## src/rtl/vga_timing_gen_if.sv

```systemverilog
`timescale 1ns/1ps
// VGA raster bus. master: timing generator (drives DAC pins and pixel
// requests, receives pixel data). slave: pixel source / DAC side.
interface vga_timing_gen_if #(
  parameter int DATA_W = 24,
  parameter int CW     = 12
);
  logic              vga_dclk;
  logic              vga_hs;
  logic              vga_vs;
  logic              vga_blank;
  logic              vga_sync;
  logic              vga_en;
  logic [DATA_W-1:0] vga_rgb;
  logic              vga_request;
  logic [CW-1:0]     vga_xpos;
  logic [CW-1:0]     vga_ypos;
  logic [DATA_W-1:0] vga_data;

  modport master (
    output vga_dclk, vga_hs, vga_vs, vga_blank, vga_sync, vga_en, vga_rgb,
           vga_request, vga_xpos, vga_ypos,
    input  vga_data
  );

  modport slave (
    input  vga_dclk, vga_hs, vga_vs, vga_blank, vga_sync, vga_en, vga_rgb,
           vga_request, vga_xpos, vga_ypos,
    output vga_data
  );
endinterface

```

## src/rtl/vga_timing_gen.sv

```systemverilog
`timescale 1ns/1ps
// Parametrised VGA raster timing generator with frame-aligned run/stop.
// Ports: clk_25m pixel clock, rst async active-high reset, run scan enable,
// vga (bus master), sof start-of-frame pulse, frame_cnt completed frames,
// busy scanning (RUN or STOP).
module vga_timing_gen #(
  parameter int   H_DISP  = 640,
  parameter int   H_FRONT = 16,
  parameter int   H_SYNC  = 96,
  parameter int   H_BACK  = 48,
  parameter int   V_DISP  = 480,
  parameter int   V_FRONT = 10,
  parameter int   V_SYNC  = 2,
  parameter int   V_BACK  = 33,
  parameter logic HS_POL  = 1'b0,
  parameter logic VS_POL  = 1'b0,
  parameter int   LEAD    = 1,
  parameter int   DATA_W  = 24,
  parameter int   CW      = 12
) (
  input  logic               clk_25m,
  input  logic               rst,
  input  logic               run,
  vga_timing_gen_if.master   vga,
  output logic               sof,
  output logic [15:0]        frame_cnt,
  output logic               busy
);

  localparam int H_TOTAL = H_SYNC + H_BACK + H_DISP + H_FRONT;
  localparam int V_TOTAL = V_SYNC + V_BACK + V_DISP + V_FRONT;
  localparam int HA      = H_SYNC + H_BACK;
  localparam int VA      = V_SYNC + V_BACK;

  localparam logic [CW-1:0] H_LAST   = CW'(H_TOTAL - 1);
  localparam logic [CW-1:0] V_LAST   = CW'(V_TOTAL - 1);
  localparam logic [CW-1:0] H_SY_END = CW'(H_SYNC);
  localparam logic [CW-1:0] V_SY_END = CW'(V_SYNC);
  localparam logic [CW-1:0] H_EN_LO  = CW'(HA);
  localparam logic [CW-1:0] H_EN_HI  = CW'(HA + H_DISP);
  localparam logic [CW-1:0] H_RQ_LO  = CW'(HA - LEAD);
  localparam logic [CW-1:0] H_RQ_HI  = CW'(HA + H_DISP - LEAD);
  localparam logic [CW-1:0] V_EN_LO  = CW'(VA);
  localparam logic [CW-1:0] V_EN_HI  = CW'(VA + V_DISP);

  typedef enum logic [1:0] {IDLE, RUN, STOP} state_t;

  state_t        state, state_nxt;
  logic [CW-1:0] hcnt, vcnt;
  logic          active, h_last, frame_last;
  logic          h_en, h_rq, v_en, en, rq;

  assign active     = (state != IDLE);
  assign h_last     = (hcnt == H_LAST);
  assign frame_last = h_last && (vcnt == V_LAST);

  always_ff @(posedge clk_25m or posedge rst) begin
    if (rst) state <= IDLE;
    else     state <= state_nxt;
  end

  // Leaving STOP only happens on the last frame cycle, so IDLE is always
  // entered with the counters already wrapped to zero.
  always_comb begin
    state_nxt = state;
    case (state)
      IDLE:    if (run) state_nxt = RUN;
      RUN:     if (!run) state_nxt = STOP;
      STOP:    if (run) state_nxt = RUN;
               else if (frame_last) state_nxt = IDLE;
      default: state_nxt = IDLE;
    endcase
  end

  always_ff @(posedge clk_25m or posedge rst) begin
    if (rst) begin
      hcnt      <= '0;
      vcnt      <= '0;
      frame_cnt <= '0;
    end else if (!active) begin
      hcnt <= '0;
      vcnt <= '0;
    end else if (h_last) begin
      hcnt <= '0;
      vcnt <= (vcnt == V_LAST) ? '0 : vcnt + CW'(1);
      if (vcnt == V_LAST) frame_cnt <= frame_cnt + 16'd1;
    end else begin
      hcnt <= hcnt + CW'(1);
    end
  end

  assign h_en = (hcnt >= H_EN_LO) && (hcnt < H_EN_HI);
  assign h_rq = (hcnt >= H_RQ_LO) && (hcnt < H_RQ_HI);
  assign v_en = (vcnt >= V_EN_LO) && (vcnt < V_EN_HI);
  assign en   = active && h_en && v_en;
  assign rq   = active && h_rq && v_en;

  assign vga.vga_dclk    = ~clk_25m;
  assign vga.vga_hs      = (active && (hcnt < H_SY_END)) ? HS_POL : ~HS_POL;
  assign vga.vga_vs      = (active && (vcnt < V_SY_END)) ? VS_POL : ~VS_POL;
  assign vga.vga_en      = en;
  assign vga.vga_blank   = en;
  assign vga.vga_sync    = 1'b0;
  assign vga.vga_rgb     = en ? vga.vga_data : '0;
  assign vga.vga_request = rq;
  assign vga.vga_xpos    = rq ? (hcnt - H_RQ_LO) : '0;
  assign vga.vga_ypos    = rq ? (vcnt - V_EN_LO) : '0;

  assign sof  = active && (hcnt == '0) && (vcnt == '0);
  assign busy = active;

endmodule
```

## src/flat_wrapper.sv

```systemverilog
// flat-port wrapper written by rule: the top's interface ports become plain ports
module vga_timing_gen_flat 
#(
  parameter int   H_DISP  = 640,
  parameter int   H_FRONT = 16,
  parameter int   H_SYNC  = 96,
  parameter int   H_BACK  = 48,
  parameter int   V_DISP  = 480,
  parameter int   V_FRONT = 10,
  parameter int   V_SYNC  = 2,
  parameter int   V_BACK  = 33,
  parameter logic HS_POL  = 1'b0,
  parameter logic VS_POL  = 1'b0,
  parameter int   LEAD    = 1,
  parameter int   DATA_W  = 24,
  parameter int   CW      = 12
)
  (clk_25m, rst, run, sof, frame_cnt, busy, vga_vga_dclk, vga_vga_hs, vga_vga_vs, vga_vga_blank, vga_vga_sync, vga_vga_en, vga_vga_rgb, vga_vga_request, vga_vga_xpos, vga_vga_ypos, vga_vga_data);
  vga_timing_gen_if #(.DATA_W(DATA_W), .CW(CW)) vga_i ();
  input  logic clk_25m;
  input  logic rst;
  input  logic run;
  output logic sof;
  output logic [15:0] frame_cnt;
  output logic busy;
  output wire logic [$bits(vga_i.vga_dclk)-1:0] vga_vga_dclk;
  output wire logic [$bits(vga_i.vga_hs)-1:0] vga_vga_hs;
  output wire logic [$bits(vga_i.vga_vs)-1:0] vga_vga_vs;
  output wire logic [$bits(vga_i.vga_blank)-1:0] vga_vga_blank;
  output wire logic [$bits(vga_i.vga_sync)-1:0] vga_vga_sync;
  output wire logic [$bits(vga_i.vga_en)-1:0] vga_vga_en;
  output wire logic [$bits(vga_i.vga_rgb)-1:0] vga_vga_rgb;
  output wire logic [$bits(vga_i.vga_request)-1:0] vga_vga_request;
  output wire logic [$bits(vga_i.vga_xpos)-1:0] vga_vga_xpos;
  output wire logic [$bits(vga_i.vga_ypos)-1:0] vga_vga_ypos;
  input wire logic [$bits(vga_i.vga_data)-1:0] vga_vga_data;
  assign vga_vga_dclk = vga_i.vga_dclk;
  assign vga_vga_hs = vga_i.vga_hs;
  assign vga_vga_vs = vga_i.vga_vs;
  assign vga_vga_blank = vga_i.vga_blank;
  assign vga_vga_sync = vga_i.vga_sync;
  assign vga_vga_en = vga_i.vga_en;
  assign vga_vga_rgb = vga_i.vga_rgb;
  assign vga_vga_request = vga_i.vga_request;
  assign vga_vga_xpos = vga_i.vga_xpos;
  assign vga_vga_ypos = vga_i.vga_ypos;
  assign vga_i.vga_data = vga_vga_data;
  vga_timing_gen #(.H_DISP(H_DISP), .H_FRONT(H_FRONT), .H_SYNC(H_SYNC), .H_BACK(H_BACK), .V_DISP(V_DISP), .V_FRONT(V_FRONT), .V_SYNC(V_SYNC), .V_BACK(V_BACK), .HS_POL(HS_POL), .VS_POL(VS_POL), .LEAD(LEAD), .DATA_W(DATA_W), .CW(CW)) u_core (.clk_25m(clk_25m), .rst(rst), .run(run), .vga(vga_i), .sof(sof), .frame_cnt(frame_cnt), .busy(busy));
endmodule
```

## config.mk

```make
export PLATFORM = sky130hd
export DESIGN_NAME = vga_timing_gen_flat
export DESIGN_NICKNAME = d
export VERILOG_FILES = /design/src/rtl/vga_timing_gen_if.sv /design/src/rtl/vga_timing_gen.sv /design/src/flat_wrapper.sv
export SDC_FILE = /design/constraint.sdc
export NUM_CORES = 1
export LEC_CHECK = 0
export CAP_MARGIN = 5
export CORE_MARGIN = 3
export CORE_UTILIZATION = 49
export CTS_CLUSTER_SIZE = 24
export DETAILED_ROUTE_END_ITERATION = 8
export PLACE_DENSITY = 0.87
export REMOVE_ABC_BUFFERS = 1
export SLEW_MARGIN = 20
export SYNTH_ARGS = -nofsm -noshare
export SYNTH_HDL_FRONTEND = slang
export SYNTH_SLANG_ARGS = --single-unit
export TNS_END_PERCENT = 5
```

## constraint.sdc

```tcl
create_clock -name clk_25m -period 4.8 [get_ports clk_25m]
set_clock_uncertainty 0.05 [all_clocks]
set_input_delay 0.96 -clock clk_25m [delete_from_list [all_inputs] [get_ports clk_25m]]
set_output_delay 0.96 -clock clk_25m [all_outputs]
set_load 0.005 [all_outputs]
```

== Word-level counts from Yosys, hierarchy flattened ==
Cells that the tools add are included.
W data, S select, Z words.

* Register bits: 42
* Word-level logic and storage cells: 59

* Add/sub/neg operators: 5
* Equality and inequality tests: 8
* Magnitude comparators: 8
* Reductions and logical operators: 18
* Multiplexer cells: 15
* Bitwise gates (word level): 1

{| class="wikitable"
|+ Operator list
! kind !! number
|-
| $mux W12 || 7
|-
| $lt A12 B10 Y1 const B || 3
|-
| $add A12 B1 Y12 const B || 2
|-
| $eq A12 B10 Y1 const B || 2
|-
| $ge A12 B8 Y1 const B || 2
|-
| $logic_not A12 Y1 || 2
|-
| $mux W24 || 1
|-
| $add A16 B1 Y16 const B || 1
|-
| $ge A12 B6 Y1 const B || 1
|-
| $logic_and A1 B1 Y1 || 12
|-
| $lt A12 B2 Y1 const B || 1
|-
| $lt A12 B7 Y1 const B || 1
|-
| $sub A12 B6 Y12 const B || 1
|-
| $sub A12 B8 Y12 const B || 1
|-
| $mux W2 || 4
|-
| $ne A2 B2 Y1 const B || 3
|-
| $pmux W2 S3 || 1
|-
| $reduce_and A3 Y1 || 2
|-
| $ne A3 B2 Y1 const B || 1
|-
| $eq A2 B1 Y1 const B || 1
|-
| $eq A2 B2 Y1 const B || 1
|-
| $logic_not A2 Y1 || 1
|-
| $mux W1 || 2
|-
| $reduce_bool A2 Y1 || 1
|-
| $not A1 Y1 || 1
|}

== Longest topological paths before layout ==
Gate-level depths: netlist of the first run.

* Depth after elaboration: 5
* Gate-level depth with buffers: 9

==> impl_metrics.toml, run 1 <==
[detailed_routing]
routed_wl_um = 7664
top_layer_used = "met4"
antenna_left = 0
first_pass_iters = 5
wl_met3_um = 390
vias = 2726
wl_per_cell_um = 15.64
drc = 0
wl_met1_um = 3443
wl_met2_um = 3761
initialDrtViolationCount = 180
via_per_inst = 5.563

[setup_path]
worstSetupEndpointType = "output pin"
cpPeakStageDelay_ns = 0.62
cp_max_fo = 26
crit_type = "reg -> out"
cpLargestDelayFamily = "simple AND/OR/NAND/NOR gates"
path_buf_inv = 1
arrival_ns = 3.34
cp.required_ns = 3.79
critPathLaunchType = "flip-flop"
cp_slowest_cell = "a21oi_2"
path_cells = "ha_1 > or4_4 > nor4b_4 > o211ai_2 > a21oi_2 > and2_1 > clkdlybuf4s50_1"

[placement]
globalplace.congestion = 0.8567
dp_hpwl_um = 5604
place_ws_ns = 0.8101
portBuffers = 96

[timing]
max_freq_mhz = 230.0
period_share = 0.9059
rsz0062_at_grt = "false"
fin_crit_ns = 4.348
relSlewSlack = 0.4492
maxSlewViolCount = 0
setup-violations-final = 0
finalSetupTns_ns = 0
hold_slack_ns = 0.4341
fin_ws_ns = 0.4515
worst_slew_pin_slew_ns = 0.8261
timing_hold_violations_final = 0

[synthesis]
synthXorXnorAreaFrac = 0.1035
avgSynthCellArea_um2 = 8.485
synth_cell_types = 54
synth_edf_count = 0
synthArstFlopShare = 1.000
yosysWarnings = 0
synth-compound-area-share = 0.09352
ys.flop_type = "dfrtp_1"
yosysSeqAreaShare = 0.3654
synthSimpleGateAreaFrac = 0.3354
synthMuxAreaShare = 0.007829
synth_top_family_by_area = "simple AND/OR/NAND/NOR gates"
syn_inst = 339
ys_ff_latch = 42
yosys.area_share.adder = 0.02175
syn_area_um2 = 2877

[power_and_ir_drop]
p_total_w = 0.0007516
leakage_nw = 1.618
power_density_nw_per_um2 = 192.9
ir_drop_mv = 0.1350

[clock_network]
postCtsSetupRepairBufs = 0
clkLatencyLatePin_ns = 0.31
cts-root-buf = "clkbuf_8"
cts_max_path_buffers = 2
cts_tree = "built"
cts_repair_resize_count = 0
clk_pin_slew_ns = 0.09
cts_buffers = 5
htree_num_levels = 2
cts_hold_buffers = 0

[finish]
layout.nets = 449
final_cell_mix = "clkdlybuf4s50_1, nor2_1, dfrtp_1"
finish.utilization = 0.6950
diodes = 0
area_growth_pct = 35.49
final_common_cell = "clkdlybuf4s50_1"
final_layout_size_suffix_gt1_frac = 0.06459

[global_routing]
grtUsageTotal = 0.2303
antenna_found_initial = 0
grt_pass1_wl_um = 12120
grt_overflow = 0
grt_pass1_vias = 2558
grt_max_degree = 43

[outcome]
status = "complete, no violations"

[floorplan]
ioPinCount = 100
die_y_um = 82.62
die_x_um = 82.62
rows = 27
start_util = 0.5129
core_area_um2 = 5608
dieArea_um2 = 6826

[worst_hold_path]
hold_class = "reg -> reg"

[job]
drv_cap = 0
==> area by class of cell <==
| type | instances | area, um^2 |
|---|---|---|
| Clock buffer | 7 | 103.9 |
| Clock inverter | 3 | 17.52 |
| Fill cell | 457 | 1710 |
| Inverter | 11 | 41.29 |
| Multi-Input combinational cell | 258 | 1628 |
| Sequential cell | 42 | 1051 |
| Tap cell | 72 | 90.09 |
| Timing Repair Buffer | 97 | 965.9 |
==> per-layer routing <==
layer / vias to the layer above / track usage
met5: - / 0
met4: 0 / 0.06373
met3: 6 / 0.05206
met2: 86 / 0.3654
met1: 1329 / 0.3155
li1: 1305 / -
==> Yosys cell counts (all sizes together) (2+ instances only) <==
cell type  instances  area [um^2]
a21oi             14        77.58
a31oi              2        12.51
and2              26        162.7
and3               7        43.79
and4               5        43.79
buf               17        115.1
clkbuf            12        45.04
dfrtp             42         1051
ha                 5        62.56
inv               11        41.29
mux2               2        22.52
nand2             22        82.58
nand3             22        110.1
nand4              9        71.32
nor2              48        185.2
nor2b              2        12.51
nor3              13        75.07
nor4               4        46.29
o21ai             11        55.05
o41ai              2        17.52
or3                7        48.80
or4                3        26.27
xnor2             23        201.4
xor2              11        96.34
==> registers in the layout, indices dropped and copies added, names as in the netlist <==
name and flops:
u_core.hcnt 12, u_core.state 2, u_core.vcnt 12, u_core.frame_cnt 16
==> where the power goes <==
part	leakage, nW	switching [W]	internal (W)
clock network	0.0655	0.000145	0.000150
logic	0.971	0.0000413	0.0000442
registers	0.581	0.00000984	0.000362
total	1.62	0.000196	0.000555
==> cells by family (layout without fill, tap and decap cells) <==
| logic type | Yosys count | in the layout |
|---|---|---|
| muxes | 2 | 2 |
| buffers and inverters | 41 | 118 |
| other | 1 | 3 |
| and+or+nand+nor | 173 | 173 |
| xor gates and xnor gates | 34 | 34 |
| DFF | 42 | 42 |
| adders and majority gates | 5 | 5 |
| AOI/OAI and AO/OA | 41 | 41 |
==> metrics by stage <==
step | instance area [um^2] | cells
CTS | 3897 | 490
global placement | 3790 | 482
floorplan | 2724 | 312
detailed placement | 3790 | 482
global route | 3897 | 490
finish | 3897 | 490
==> path summary, 6_finish.rpt <==
kind                                 startpoint                   end  slack, ns  cells after the start
hold reg to reg            u_core.frame_cnt[15]  u_core.frame_cnt[15]       0.43                      1
min in group asynchronous                   rst  u_core.frame_cnt[13]       1.04                      3
max in group asynchronous                   rst        u_core.vcnt[6]       3.29                      3
hold / removal             u_core.frame_cnt[15]  u_core.frame_cnt[15]       0.43                      1
setup reg to reg                 u_core.hcnt[0]        u_core.vcnt[8]       2.42                      6
setup / recovery                 u_core.vcnt[0]        vga_vga_rgb[6]       0.45                      7
(Power assumes the default switching activity.)
==> inputs of run 2 (changes only) <==
--- a/config.mk
+++ b/config.mk
@@ -6,4 +6,5 @@
 export NUM_CORES = 1
 export LEC_CHECK = 0
+export ABC_CLOCK_PERIOD_IN_PS = 4800
 export CAP_MARGIN = 5
 export CORE_MARGIN = 3
--- a/constraint.sdc
+++ b/constraint.sdc
@@ -3,3 +3,3 @@
 set_input_delay 0.96 -clock clk_25m [delete_from_list [all_inputs] [get_ports clk_25m]]
 set_output_delay 0.96 -clock clk_25m [all_outputs]
-set_load 0.005 [all_outputs]
+set_load 0.1 [all_outputs]
==> impl_metrics.toml, run 2 (synthesis results as in run 1) <==
[outcome]
status = "complete, no violations"

[finish]
final_common_cell = "buf_4"
final_cells = 490
largestRegisters = "u_core.frame_cnt x16, u_core.hcnt x12, u_core.vcnt x12"
fin_area_um2 = 3742
diodes = 0
regMostFlops = "u_core.frame_cnt"
layout.nets = 449
final_layout_size_suffix_gt1_frac = 0.1866
final_cell_mix = "buf_4, nor2_1, clkdlybuf4s50_1"
largest_reg_flops = 16
area_growth_pct = 30.10

[power_and_ir_drop]
power_density_nw_per_um2 = 217.0
p_clk_frac = 0.382
p_sw_frac = 0.3680
p_switching_w = 0.0002989
ir_drop_mv = 0.2013
p_int_w = 0.0005133
leakage_nw = 1.718
pwr-share-comb = 0.161
seqPwrFrac = 0.458

[timing]
finalSetupTns_ns = 0
hold_slack_ns = 0.4316
setup-violations-final = 0
maxSlewViolCount = 0
worst_slew_pin_slew_ns = 0.9686
relSlewSlack = 0.3522
rsz0062_at_grt = "false"
timing_hold_violations_final = 0

[detailed_routing]
routed_wl_um = 7235
vias = 2677
first_pass_iters = 4
wl_per_cell_um = 14.77
drc = 0
via_per_inst = 5.463
antenna_left = 0
initialDrtViolationCount = 161

[global_routing]
grtUsageTotal = 0.2115
antenna_found_initial = 0
grt_pass1_wl_um = 11330
grt_pass1_vias = 2445
grt_overflow = 0
grt_max_degree = 27

[setup_path]
cp_slowest_cell = "dlygate4sd2_1"
r2r-start = "u_core.hcnt[0]"
cpLargestDelayFamily = "buffers and inverters"
worstSetupEndpointType = "output pin"
cp.depth = 4
cp_max_fo = 13
rrSetupSlack_ns = 2.42
r2r-end = "u_core.vcnt[8]"
cp.required_ns = 3.79
critPathLaunchType = "clock port"
crit_type = "clk -> out"
arrival_ns = 3.60
path_cells = "clkbuf_8 > clkbuf_8 > inv_1 > dlygate4sd2_1"
cpPeakStageDelay_ns = 0.85
path_buf_inv = 4
crit_top_cell = "clkbuf_8"
ff2ff_path_depth = 6

[clock_network]
cts_tree = "built"
cts_max_path_buffers = 2
htree_num_levels = 2
clkLatencyLatePin_ns = 0.29
clk_pin_slew_ns = 0.08
cts_buffers = 5
cts-root-buf = "clkbuf_8"
cts_hold_buffers = 0

[placement]
dpl.cell_count = 482
dpl_cell_area_um2 = 3660
portBuffers = 96
dp_hpwl_um = 5327
globalplace.congestion = 0.8940

[floorplan]
rows = 27
ioPinCount = 100
start_util = 0.5129
die_x_um = 82.62
dieArea_um2 = 6826
core_area_um2 = 5608
die_y_um = 82.62

[worst_hold_path]
holdPathEnd = "u_core.frame_cnt[15]"
hold_class = "reg -> reg"
whs_path_depth = 1
min_from = "u_core.frame_cnt[15]"

[job]
drv_cap = 0
## run 2: changes by cell type in the layout (fill, tap and decap cells not counted)
cell and change:
clkinv_4 -1, buf_4 +52, inv_1 +1, dlygate4sd2_1 +1, clkbuf_16 -1, clkdlybuf4s50_1 -53
inv_4 +1
## run 2: worst max-delay path by stage
stage / startpoint / end / slack (ns)
after global placement: clk_25m / vga_vga_dclk / 0.25
after detailed placement: clk_25m / vga_vga_dclk / 0.25
after global routing: clk_25m / vga_vga_dclk / 0.16
after CTS: clk_25m / vga_vga_dclk / 0.18
final: clk_25m / vga_vga_dclk / 0.19
after floorplan: u_core.vcnt[0] / vga_vga_rgb[0] / -0.58
## run 2: what timing repair did
| item | in CTS | in global routing |
|---|---|---|
| setup buffers | 0 | 0 |
| setup endpoints to repair | 1 | 0 |
| gates resized for setup | 1 | 0 |
## run 2: power groups by stage
| stage | sequential, W | clock [W] | combinational, W |
|---|---|---|---|
| CTS | 0.000371 | 0.000317 | 0.000132 |
| global route | 0.000374 | 0.000330 | 0.000139 |
| finish | 0.000372 | 0.000310 | 0.000131 |
| global placement | 0.000378 | 0.0000847 | 0.000130 |
| detailed placement | 0.000378 | 0.0000847 | 0.000131 |
| floorplan | 0.000376 | 0.0000688 | 0.0000892 |
## run 2: layout make-up
| class | count | area, um^2 |
|---|---|---|
| Timing Repair Buffer | 97 | 835.8 |
| Clock buffer | 6 | 77.57 |
| Clock inverter | 4 | 18.77 |
| Inverter | 11 | 41.29 |
| Sequential cell | 42 | 1051 |
| Tap cell | 72 | 90.09 |
| Multi-Input combinational cell | 258 | 1628 |
| Fill cell | 496 | 1866 |
## run 2: per-layer routing
| metal | wire, um | track usage | part of all wire | up-vias |
|---|---|---|---|---|
| met1 | 3259 | 0.2955 | 0.45 | 1274 |
| met4 | 67 | 0.06373 | 0.0093 | 0 |
| li1 | - | - | - | 1308 |
| met5 | 0 | 0 | 0 | - |
| met2 | 3514 | 0.3277 | 0.49 | 89 |
| met3 | 394 | 0.04555 | 0.054 | 6 |
## run 2: per-stage QoR
step,total power [W],util,setup WS [ns]
floorplan,0.0005343,-,-0.5758
global placement,0.0005929,0.6526,0.2508
detailed placement,0.0005940,0.6526,0.2508
CTS,0.0008206,0.6673,0.1759
global route,0.0008435,0.6673,0.1625
finish,0.0008122,0.6673,0.1935
